<file path="config.mk">
export PLATFORM = sky130hd
export DESIGN_NAME = tone_sequencer_flat
export DESIGN_NICKNAME = d
export VERILOG_FILES = /design/src/rtl/tone_sequencer_if.sv /design/src/rtl/tone_sequencer.sv /design/src/flat_wrapper.sv
export SDC_FILE = /design/constraint.sdc
export NUM_CORES = 1
export LEC_CHECK = 0
export BUFFER_PORTS_ARGS = -buffer_cell sky130_fd_sc_hd__buf_2
export CAP_MARGIN = 20
export CORE_ASPECT_RATIO = 1.75
export CORE_MARGIN = 2
export CORE_UTILIZATION = 60
export DETAILED_ROUTE_END_ITERATION = 8
export MAX_ROUTING_LAYER = met4
export PLACE_DENSITY = 0.81
export SLEW_MARGIN = 20
export SYNTH_ARGS = -nofsm -noshare
export SYNTH_HDL_FRONTEND = slang
export SYNTH_SLANG_ARGS = --single-unit
</file>
<file path="constraint.sdc">
create_clock -name clk -period 7.16 [get_ports clk]
set_clock_uncertainty 0.15 [all_clocks]
set_input_delay 2.148 -clock clk [delete_from_list [all_inputs] [get_ports clk]]
set_output_delay 2.148 -clock clk [all_outputs]
set_load 0.01 [all_outputs]
</file>
<file path="src/rtl/tone_sequencer_if.sv">
// Bus bundle for tone_sequencer: entry writes, playback control and the
// divisor/status outputs. The master drives commands and the slave drives status.
interface tone_sequencer_if #(
    parameter int DEPTH = 8
) ();
    localparam int IW = $clog2(DEPTH);
    localparam int LW = IW + 1;

    logic          wr_en;
    logic [IW-1:0] wr_addr;
    logic [31:0]   wr_divisor;
    logic [15:0]   wr_dur_ms;
    logic [LW-1:0] length;
    logic          loop;
    logic          start;
    logic          stop;
    logic [31:0]   divisor;
    logic          tone_en;
    logic          busy;
    logic          done;
    logic [IW-1:0] index;

    modport master (
        output wr_en, wr_addr, wr_divisor, wr_dur_ms, length, loop, start, stop,
        input  divisor, tone_en, busy, done, index
    );

    modport slave (
        input  wr_en, wr_addr, wr_divisor, wr_dur_ms, length, loop, start, stop,
        output divisor, tone_en, busy, done, index
    );
endinterface

</file>
<file path="src/rtl/tone_sequencer.sv">
// Note sequencer feeding the audio clock divider. It plays stored
// (divisor, ms) entries in order, optionally looping. tone_en gates the divider.
module tone_sequencer #(
    parameter int DEPTH        = 8,
    parameter int TICKS_PER_MS = 50000
) (
    input  logic             clk,
    input  logic             reset,
    tone_sequencer_if.slave  bus
);
    localparam int IW = $clog2(DEPTH);
    localparam int LW = IW + 1;
    localparam int PW = (TICKS_PER_MS > 1) ? $clog2(TICKS_PER_MS) : 1;
    localparam logic [LW-1:0] DEPTH_L   = LW'(DEPTH);
    localparam logic [PW-1:0] PRESC_MAX = PW'(TICKS_PER_MS - 1);

    typedef enum logic [1:0] {S_IDLE, S_LOAD, S_PLAY} state_t;

    state_t        state_q, state_d;
    logic [47:0]   mem_q [DEPTH];
    logic [47:0]   mem_d [DEPTH];
    logic [31:0]   divisor_q, divisor_d;
    logic          tone_en_q, tone_en_d;
    logic          done_q, done_d;
    logic [IW-1:0] index_q, index_d;
    logic [LW-1:0] len_q, len_d;
    logic          loop_q, loop_d;
    logic [PW-1:0] presc_q, presc_d;
    logic [15:0]   ms_q, ms_d;

    logic          busy;
    logic [LW-1:0] len_clamped;
    logic [47:0]   entry;
    logic [15:0]   dur_eff;
    logic          ms_tick;
    logic          entry_end;
    logic          last_entry;

    always_comb begin
        busy        = (state_q != S_IDLE);
        len_clamped = (bus.length > DEPTH_L) ? DEPTH_L : bus.length;
        entry       = mem_q[index_q];
        dur_eff     = (entry[15:0] == 16'd0) ? 16'd1 : entry[15:0];
        ms_tick     = (presc_q == PRESC_MAX);
        entry_end   = (state_q == S_PLAY) && ms_tick && ((ms_q + 16'd1) == dur_eff);
        last_entry  = ({1'b0, index_q} == (len_q - LW'(1)));

        // The array only accepts writes while idle so a playing entry never changes underneath.
        mem_d = mem_q;
        if (bus.wr_en && !busy) begin
            mem_d[bus.wr_addr] = {bus.wr_divisor, bus.wr_dur_ms};
        end
    end

    always_comb begin
        state_d   = state_q;
        divisor_d = divisor_q;
        index_d   = index_q;
        len_d     = len_q;
        loop_d    = loop_q;
        presc_d   = presc_q;
        ms_d      = ms_q;
        done_d    = 1'b0;

        case (state_q)
            S_IDLE: begin
                if (bus.start && (len_clamped != '0)) begin
                    state_d = S_LOAD;
                    index_d = '0;
                    len_d   = len_clamped;
                    loop_d  = bus.loop;
                end
            end
            S_LOAD: begin
                state_d   = S_PLAY;
                divisor_d = entry[47:16];
                presc_d   = '0;
                ms_d      = '0;
            end
            S_PLAY: begin
                presc_d = ms_tick ? '0 : presc_q + PW'(1);
                if (ms_tick) begin
                    ms_d = ms_q + 16'd1;
                end
                if (entry_end) begin
                    if (!last_entry) begin
                        state_d = S_LOAD;
                        index_d = index_q + IW'(1);
                    end else if (loop_q) begin
                        state_d = S_LOAD;
                        index_d = '0;
                    end else begin
                        state_d   = S_IDLE;
                        done_d    = 1'b1;
                        divisor_d = '0;
                    end
                end
            end
            default: begin
                state_d = S_IDLE;
            end
        endcase

        // Stop overrides a simultaneous start or end of entry.
        if (bus.stop) begin
            state_d   = S_IDLE;
            divisor_d = '0;
            index_d   = '0;
            done_d    = 1'b0;
        end

        tone_en_d = (state_d == S_PLAY) && (divisor_d != 32'd0);
    end

    always_ff @(posedge clk) begin
        mem_q <= mem_d;
    end

    always_ff @(posedge clk) begin
        if (!reset) begin
            state_q   <= S_IDLE;
            divisor_q <= '0;
            tone_en_q <= 1'b0;
            done_q    <= 1'b0;
            index_q   <= '0;
            len_q     <= '0;
            loop_q    <= 1'b0;
            presc_q   <= '0;
            ms_q      <= '0;
        end else begin
            state_q   <= state_d;
            divisor_q <= divisor_d;
            tone_en_q <= tone_en_d;
            done_q    <= done_d;
            index_q   <= index_d;
            len_q     <= len_d;
            loop_q    <= loop_d;
            presc_q   <= presc_d;
            ms_q      <= ms_d;
        end
    end

    assign bus.divisor = divisor_q;
    assign bus.tone_en = tone_en_q;
    assign bus.busy    = busy;
    assign bus.done    = done_q;
    assign bus.index   = index_q;
endmodule

</file>
<file path="src/flat_wrapper.sv">
// flat-port wrapper written by rule: the top's interface ports become plain ports
module tone_sequencer_flat 
#(
    parameter int DEPTH        = 8,
    parameter int TICKS_PER_MS = 50000
)
  (clk, reset, bus_wr_en, bus_wr_addr, bus_wr_divisor, bus_wr_dur_ms, bus_length, bus_loop, bus_start, bus_stop, bus_divisor, bus_tone_en, bus_busy, bus_done, bus_index);
  tone_sequencer_if #(.DEPTH(DEPTH)) bus_i ();
  input  logic clk;
  input  logic reset;
  input wire logic [$bits(bus_i.wr_en)-1:0] bus_wr_en;
  input wire logic [$bits(bus_i.wr_addr)-1:0] bus_wr_addr;
  input wire logic [$bits(bus_i.wr_divisor)-1:0] bus_wr_divisor;
  input wire logic [$bits(bus_i.wr_dur_ms)-1:0] bus_wr_dur_ms;
  input wire logic [$bits(bus_i.length)-1:0] bus_length;
  input wire logic [$bits(bus_i.loop)-1:0] bus_loop;
  input wire logic [$bits(bus_i.start)-1:0] bus_start;
  input wire logic [$bits(bus_i.stop)-1:0] bus_stop;
  output wire logic [$bits(bus_i.divisor)-1:0] bus_divisor;
  output wire logic [$bits(bus_i.tone_en)-1:0] bus_tone_en;
  output wire logic [$bits(bus_i.busy)-1:0] bus_busy;
  output wire logic [$bits(bus_i.done)-1:0] bus_done;
  output wire logic [$bits(bus_i.index)-1:0] bus_index;
  assign bus_i.wr_en = bus_wr_en;
  assign bus_i.wr_addr = bus_wr_addr;
  assign bus_i.wr_divisor = bus_wr_divisor;
  assign bus_i.wr_dur_ms = bus_wr_dur_ms;
  assign bus_i.length = bus_length;
  assign bus_i.loop = bus_loop;
  assign bus_i.start = bus_start;
  assign bus_i.stop = bus_stop;
  assign bus_divisor = bus_i.divisor;
  assign bus_tone_en = bus_i.tone_en;
  assign bus_busy = bus_i.busy;
  assign bus_done = bus_i.done;
  assign bus_index = bus_i.index;
  tone_sequencer #(.DEPTH(DEPTH), .TICKS_PER_MS(TICKS_PER_MS)) u_core (.clk(clk), .reset(reset), .bus(bus_i));
endmodule
</file>
==> results.json, run 1 <==
{
  "worstSkewPairLatency_ns": 0.54,
  "detail_route.wl_per_cell_um": 26.1,
  "design.core.area_mm2": 0.0306,
  "rr_worst_depth": 10,
  "synth.avg_cell_area_um2": 17.5,
  "critPathArrivalTime_ns": 2.48,
  "reg2reg_slack_ns": 2.41,
  "finalSetupViolations": 0,
  "grt_start_max_net_pins": 55,
  "routabilityCongestion": 0.847,
  "drc": 0,
  "final_layout_size_suffix_gt1_share_pct": 24.9,
  "dr.pass1.iters": 6,
  "rsz0062_at_grt": "false",
  "grt_pass1_vias": 10400,
  "ys.warnings.count": 0,
  "slowest_delay_ns": 0.94,
  "syn_inst": 1064,
  "antenna_found_initial": 2,
  "power_density_mw_per_mm2": 253,
  "worstSetupPathType": "reg -> out",
  "grt_pass1_wl_um": 62300,
  "portBuffers": 98,
  "routed_wl_um": 41600,
  "htreeDepth": 2,
  "synth_nets": 1133,
  "vdd_ir_drop_max_uv": 306,
  "ant_nets": 0,
  "r2r-start": "u_core.bus.index[1]",
  "place_hpwl_um": 25000,
  "cts_hold_buf": 0,
  "grt_usage_pct": 27.0,
  "required_ns": 4.86,
  "path_clk_slew_ns": 0.07,
  "setup.worst_path.end": "bus_index[0]",
  "status": "finished, final reports clean",
  "cts_buffers": 40,
  "post-route-period-util_pct": 66.7,
  "syn_area_mm2": 0.0186,
  "final_cells": 1596,
  "place_inst": 1522,
  "hold_class": "reg -> reg",
  "ioPinCount": 99,
  "grt.overflow.total": 0,
  "max-clock-path-buffers": 3,
  "synthArstFlopShare_pct": 0,
  "cts_root_buffer": "clkbuf_16",
  "n_fill_cell": 1963,
  "maxCapViolCount": 0,
  "crit_start": "u_core.bus.index[0]",
  "final_area_mm2": 0.0208,
  "place_area_mm2": 0.0195,
  "fin_nets": 1242,
  "cp_cell_sequence": "buf_4, buf_2",
  "drt_iter0_drc": 820,
  "p_leak_nw": 6.61,
  "tightest_slew_ns": 1.08,
  "final_common_cell": "edfxtp_1",
  "hold_viol": 0,
  "vias_per_cell": 6.52,
  "r2r_end": "u_core.bus.divisor[18]",
  "worstSetupStartpointType": "flip-flop",
  "cts_tree": "built",
  "die-width_um": 137,
  "via_count": 10400,
  "ys.flop_type": "edfxtp_1",
  "yosysSeqAreaShare_pct": 70.3,
  "max-slew-margin-rel_pct": 28.1,
  "row_count": 85,
  "cts_setup_buffers": 0,
  "dieArea_mm2": 0.0324,
  "fin_crit_ns": 4.77,
  "initial_core_util_pct": 60.6,
  "synth-edff-count": 384,
  "post_cts_resized": 0,
  "cp_max_fo": 54,
  "crit_path_end_kind": "primary output",
  "synth_seq_cells": 460,
  "syn2layout_area_growth_pct": 12.0,
  "drv_slew": 0,
  "fmax_mhz": 209,
  "slowest_stage": "dfxtp_4",
  "dieHeight_um": 237,
  "clock-sinks": 460,
  "synth_cell_type_count": 59,
  "fin_setup_tns_ns": 0,
  "layout_common_cells": "edfxtp_1, buf_2, mux4_2"
}
## flip-flops by register name, indices dropped and copies added (netlist names)
register and flops:
u_core.bus.divisor 32, u_core.bus.done 1, u_core.bus.index 3, u_core.bus.tone_en 1
u_core.len_q 4, u_core.loop_q 1, u_core.mem_q 384, u_core.ms_q 16
u_core.presc_q 16, u_core.state_q 2
## how the worst min path moves through the flow
| stage | start | endpoint | slack, ns | cells past startpoint |
|---|---|---|---|---|
| detailed placement | u_core.presc_q[15] | u_core.presc_q[15] | 0.33 | 2 |
| global route | u_core.len_q[3] | u_core.len_q[3] | 0.37 | 2 |
| global placement | u_core.presc_q[15] | u_core.presc_q[15] | 0.32 | 2 |
| finish | u_core.presc_q[15] | u_core.presc_q[15] | 0.34 | 2 |
| floorplan | u_core.presc_q[15] | u_core.presc_q[15] | 0.30 | 2 |
| CTS | u_core.presc_q[15] | u_core.presc_q[15] | 0.34 | 2 |
## routing by layer
| layer | share of wire, % | routed length (um) | global-route usage, % | up-vias |
|---|---|---|---|---|
| met5 | 0 | 0 | - | - |
| met4 | 3.7 | 1540 | 10.2 | 0 |
| met3 | 5.9 | 2460 | 3.55 | 107 |
| met2 | 55 | 22700 | 46.5 | 468 |
| met1 | 36 | 14900 | 32.3 | 5327 |
| li1 | - | - | - | 4498 |
## worst max-delay path, delay by kind of cell, from the launching register on
| kind | cells | cell delay, ns |
|---|---|---|
| DFF | 1 | 0.94 |
| buffers and inverters | 2 | 0.94 |
## logic make-up after synthesis
logic type / count (synthesis) / synth area share, %
DFF: 460 / 70.3
muxes: 154 / 14.1
adders and majority gates: 8 / 0.539
and+or+nand+nor: 237 / 7.12
AOI/OAI and AO/OA: 105 / 4.41
buffers and inverters: 56 / 1.49
xor gates and xnor gates: 44 / 2.08
## report_power, final
part	internal, W	total [W]	switching (W)
Sequential	0.00295	0.00296	0.0000140
Clock	0.00121	0.00216	0.000944
Combinational	0.0000417	0.000143	0.000102
Total	0.00420	0.00526	0.00106
## cells in the mapped netlist, drive strengths merged, types with 2 or more instances
cell type | number | area [um^2]
nor2 | 40 | 150
a211oi | 4 | 30.0
a21boi | 6 | 45.0
mux2 | 11 | 131
or4bb | 2 | 22.5
o21ai | 22 | 121
or4 | 6 | 45.0
nand2b | 10 | 62.6
a31oi | 3 | 18.8
and3 | 8 | 50.1
nand3 | 26 | 130
o22ai | 7 | 43.8
edfxtp | 384 | 11500
dfxtp | 76 | 1520
inv | 9 | 33.8
nor2b | 16 | 100
or2 | 2 | 12.5
a22oi | 4 | 30.0
nand4 | 15 | 93.8
mux4 | 84 | 1890
or3 | 5 | 36.3
nand4b | 3 | 26.3
a21oi | 15 | 75.1
o2bb2ai | 32 | 343
clkbuf | 15 | 56.3
buf | 32 | 186
nor3b | 7 | 52.6
xor2 | 24 | 210
nor3 | 16 | 80.1
nor4 | 27 | 209
a21o | 2 | 15.0
a311oi | 2 | 23.8
xnor2 | 20 | 175
ha | 8 | 100
and2 | 11 | 68.8
nand2 | 39 | 146
mux2i | 59 | 591
## stage by stage
step	setup WS [ns]	total power, W	hold WS, ns	utilization [%]
2_1_floorplan	0.858	0.00308	0.303	-
3_3_place_gp	2.52	0.00315	0.316	63.6
3_5_place_dp	2.46	0.00316	0.330	63.6
4_1_cts	2.28	0.00529	0.344	67.9
5_1_grt	2.14	0.00540	0.366	67.9
6_report	2.39	0.00526	0.341	67.9
## cell type report
class                      instances  area [um^2]  share of cell area, %
tap                              391          489                   2.35
clock buffer                      54         1120                   5.37
multi-input combinational        548         5300                   25.5
timing repair buffer             114          611                   2.94
clock inverter                    18          180                  0.866
antenna                            2         5.00                 0.0241
sequential                       460        13100                   62.8
inverter                           9         33.8                  0.162
Note: power is estimated with default switching activity, not from simulation.
==> run 2, diff against run 1 <==
CORE_UTILIZATION = 55   (was 60)
PLACE_DENSITY = 0.79   (was 0.81)
clock period = 4.1 ns   (was 7.16 ns; I/O delays follow)
==> run 2 against run 1 <==
Against the previous run:
- largest cell class unchanged
- highest routed layer unchanged
- total power up 78%
- clock-buffer cell count fell by 2
- non-clock buffer count increased by 14
- routed wire length decreased by 2.3%
- via count shrank 1.8%
==> results.json, run 2 (synthesis gave the netlist of run 1 again) <==
{
  "final_common_cell": "edfxtp_1",
  "worstSkewPairLatency_ns": 0.56,
  "layout_common_cells": "edfxtp_1, buf_2, mux4_2",
  "cts_hold_buf": 0,
  "maxCapViolCount": 0,
  "drt_iter0_drc": 896,
  "drv_slew": 0,
  "via_count": 10200,
  "max-slew-margin-rel_pct": 56.5,
  "post-route-period-util_pct": 92.7,
  "grt_usage_pct": 23.9,
  "antenna_found_initial": 2,
  "largest_reg_flops": 384,
  "rr_worst_depth": 10,
  "path_clk_slew_ns": 0.07,
  "die-width_um": 143,
  "ant_nets": 0,
  "final_layout_size_suffix_gt1_share_pct": 26.0,
  "vdd_ir_drop_max_uv": 413,
  "vias_per_cell": 6.10,
  "tightest_slew_ns": 0.650,
  "crit_start": "u_core.bus.index[1]",
  "ioPinCount": 99,
  "cp_max_fo": 14,
  "r2r-start": "u_core.bus.index[1]",
  "dieHeight_um": 247,
  "grt_start_max_net_pins": 64,
  "power_density_mw_per_mm2": 440,
  "largest-register": "u_core.mem_q",
  "grt_pass1_vias": 10500,
  "place_area_mm2": 0.0198,
  "hold_viol": 0,
  "clock-sinks": 460,
  "cts_tree": "built",
  "worstSetupStartpointType": "flip-flop",
  "status": "finished, final reports clean",
  "worstSetupPathType": "reg -> reg",
  "syn2layout_area_growth_pct": 14.5,
  "ff_latch_area_mm2": 0.0131,
  "final_area_mm2": 0.0213,
  "crit_path_end_kind": "flip-flop",
  "n_fill_cell": 2270,
  "design.core.area_mm2": 0.0335,
  "fmax_mhz": 263,
  "place_hpwl_um": 24800,
  "grt_pass1_wl_um": 60900,
  "dieArea_mm2": 0.0353,
  "htreeDepth": 2,
  "finalSetupViolations": 0,
  "utilization_pct": 63.4,
  "required_ns": 4.44,
  "power.total_w": 0.00936,
  "min_from": "u_core.len_q[3]",
  "row_count": 89,
  "routabilityCongestion": 0.896,
  "fin_crit_ns": 3.80,
  "hold_ws_ns": 0.348,
  "fin_nets": 1257,
  "rsz0062_at_grt": "false",
  "reg2reg_slack_ns": 0.30,
  "dr.pass1.iters": 6,
  "detail_route.wl_per_cell_um": 24.3,
  "grt.overflow.total": 0,
  "place_inst": 1599,
  "portBuffers": 98,
  "drc": 0,
  "initial_core_util_pct": 55.4,
  "cts_buffers": 40,
  "cts_root_buffer": "clkbuf_16",
  "multi_input_area_mm2": 0.00533,
  "max-clock-path-buffers": 3,
  "min_path_cells": 2,
  "p_leak_nw": 6.76,
  "final_cells": 1676,
  "critPathArrivalTime_ns": 4.14,
  "routed_wl_um": 40700,
  "hold_class": "reg -> reg"
}
[run 2: changes by cell type in the layout (fill, tap and decap cells not counted), sizes merged]
cell      delta
clkinv       +2
clkbuf       -2
clkinvlp     +2
o21ai        +1
inv          -4
buf         +14
bufinv       +3
[run 2: path summary, 6_finish.rpt]
check | end
max | u_core.state_q[0]
min | u_core.len_q[3]
max reg2reg | u_core.state_q[0]
min reg2reg | u_core.len_q[3]
[run 2: cell type report]
| class | instances | area share, % |
|---|---|---|
| clock buffer | 52 | 5.16 |
| multi-input combinational | 549 | 25.1 |
| timing repair buffer | 128 | 4.01 |
| sequential | 460 | 61.5 |
| clock inverter | 21 | 1.41 |
| tap | 455 | 2.68 |
| antenna | 2 | 0.0235 |
| inverter | 9 | 0.159 |
[run 2: what timing repair did]
item / 4_1_cts / 5_1_grt
setup buffers: 0 / 1
hold endpoints to repair: 0 / 0
gates resized for setup: 0 / 2
endpoints found under the setup margin: 0 / 32
[run 2: layer usage]
layer,wire length (um),vias up,track usage [%]
met2,22200,389,42.7
li1,-,4517,-
met5,0,-,-
met4,1380,0,8.82
met3,2360,89,2.65
met1,14700,5223,27.9
[run 2: metrics by stage]
step | setup WS, ns | TNS [ns]
after detailed placement | 0.132 | 0
after floorplan | -0.00255 | -0.309
final | 0.300 | 0
after global routing | 0.0842 | 0
after CTS | 0.112 | 0
after global placement | 0.195 | 0
[run 2: critical path, cell delays in order, from the launching register on]
cell	delay, ns
dfxtp_4	0.49
mux2i_1	0.32
nand2_1	0.09
mux4_2	0.52
or4_1	0.55
nor4_2	0.33
mux2_4	0.37
nor4_1	0.31
buf_4	0.18
mux2_4	0.29
a21oi_1	0.14
[run 2: where the power goes]
part / internal (W) / switching, W / total, W
Sequential: 0.00514 / 0.0000224 / 0.00517
Combinational: 0.0000803 / 0.000179 / 0.000260
Clock: 0.00229 / 0.00165 / 0.00394
Total: 0.00751 / 0.00185 / 0.00936
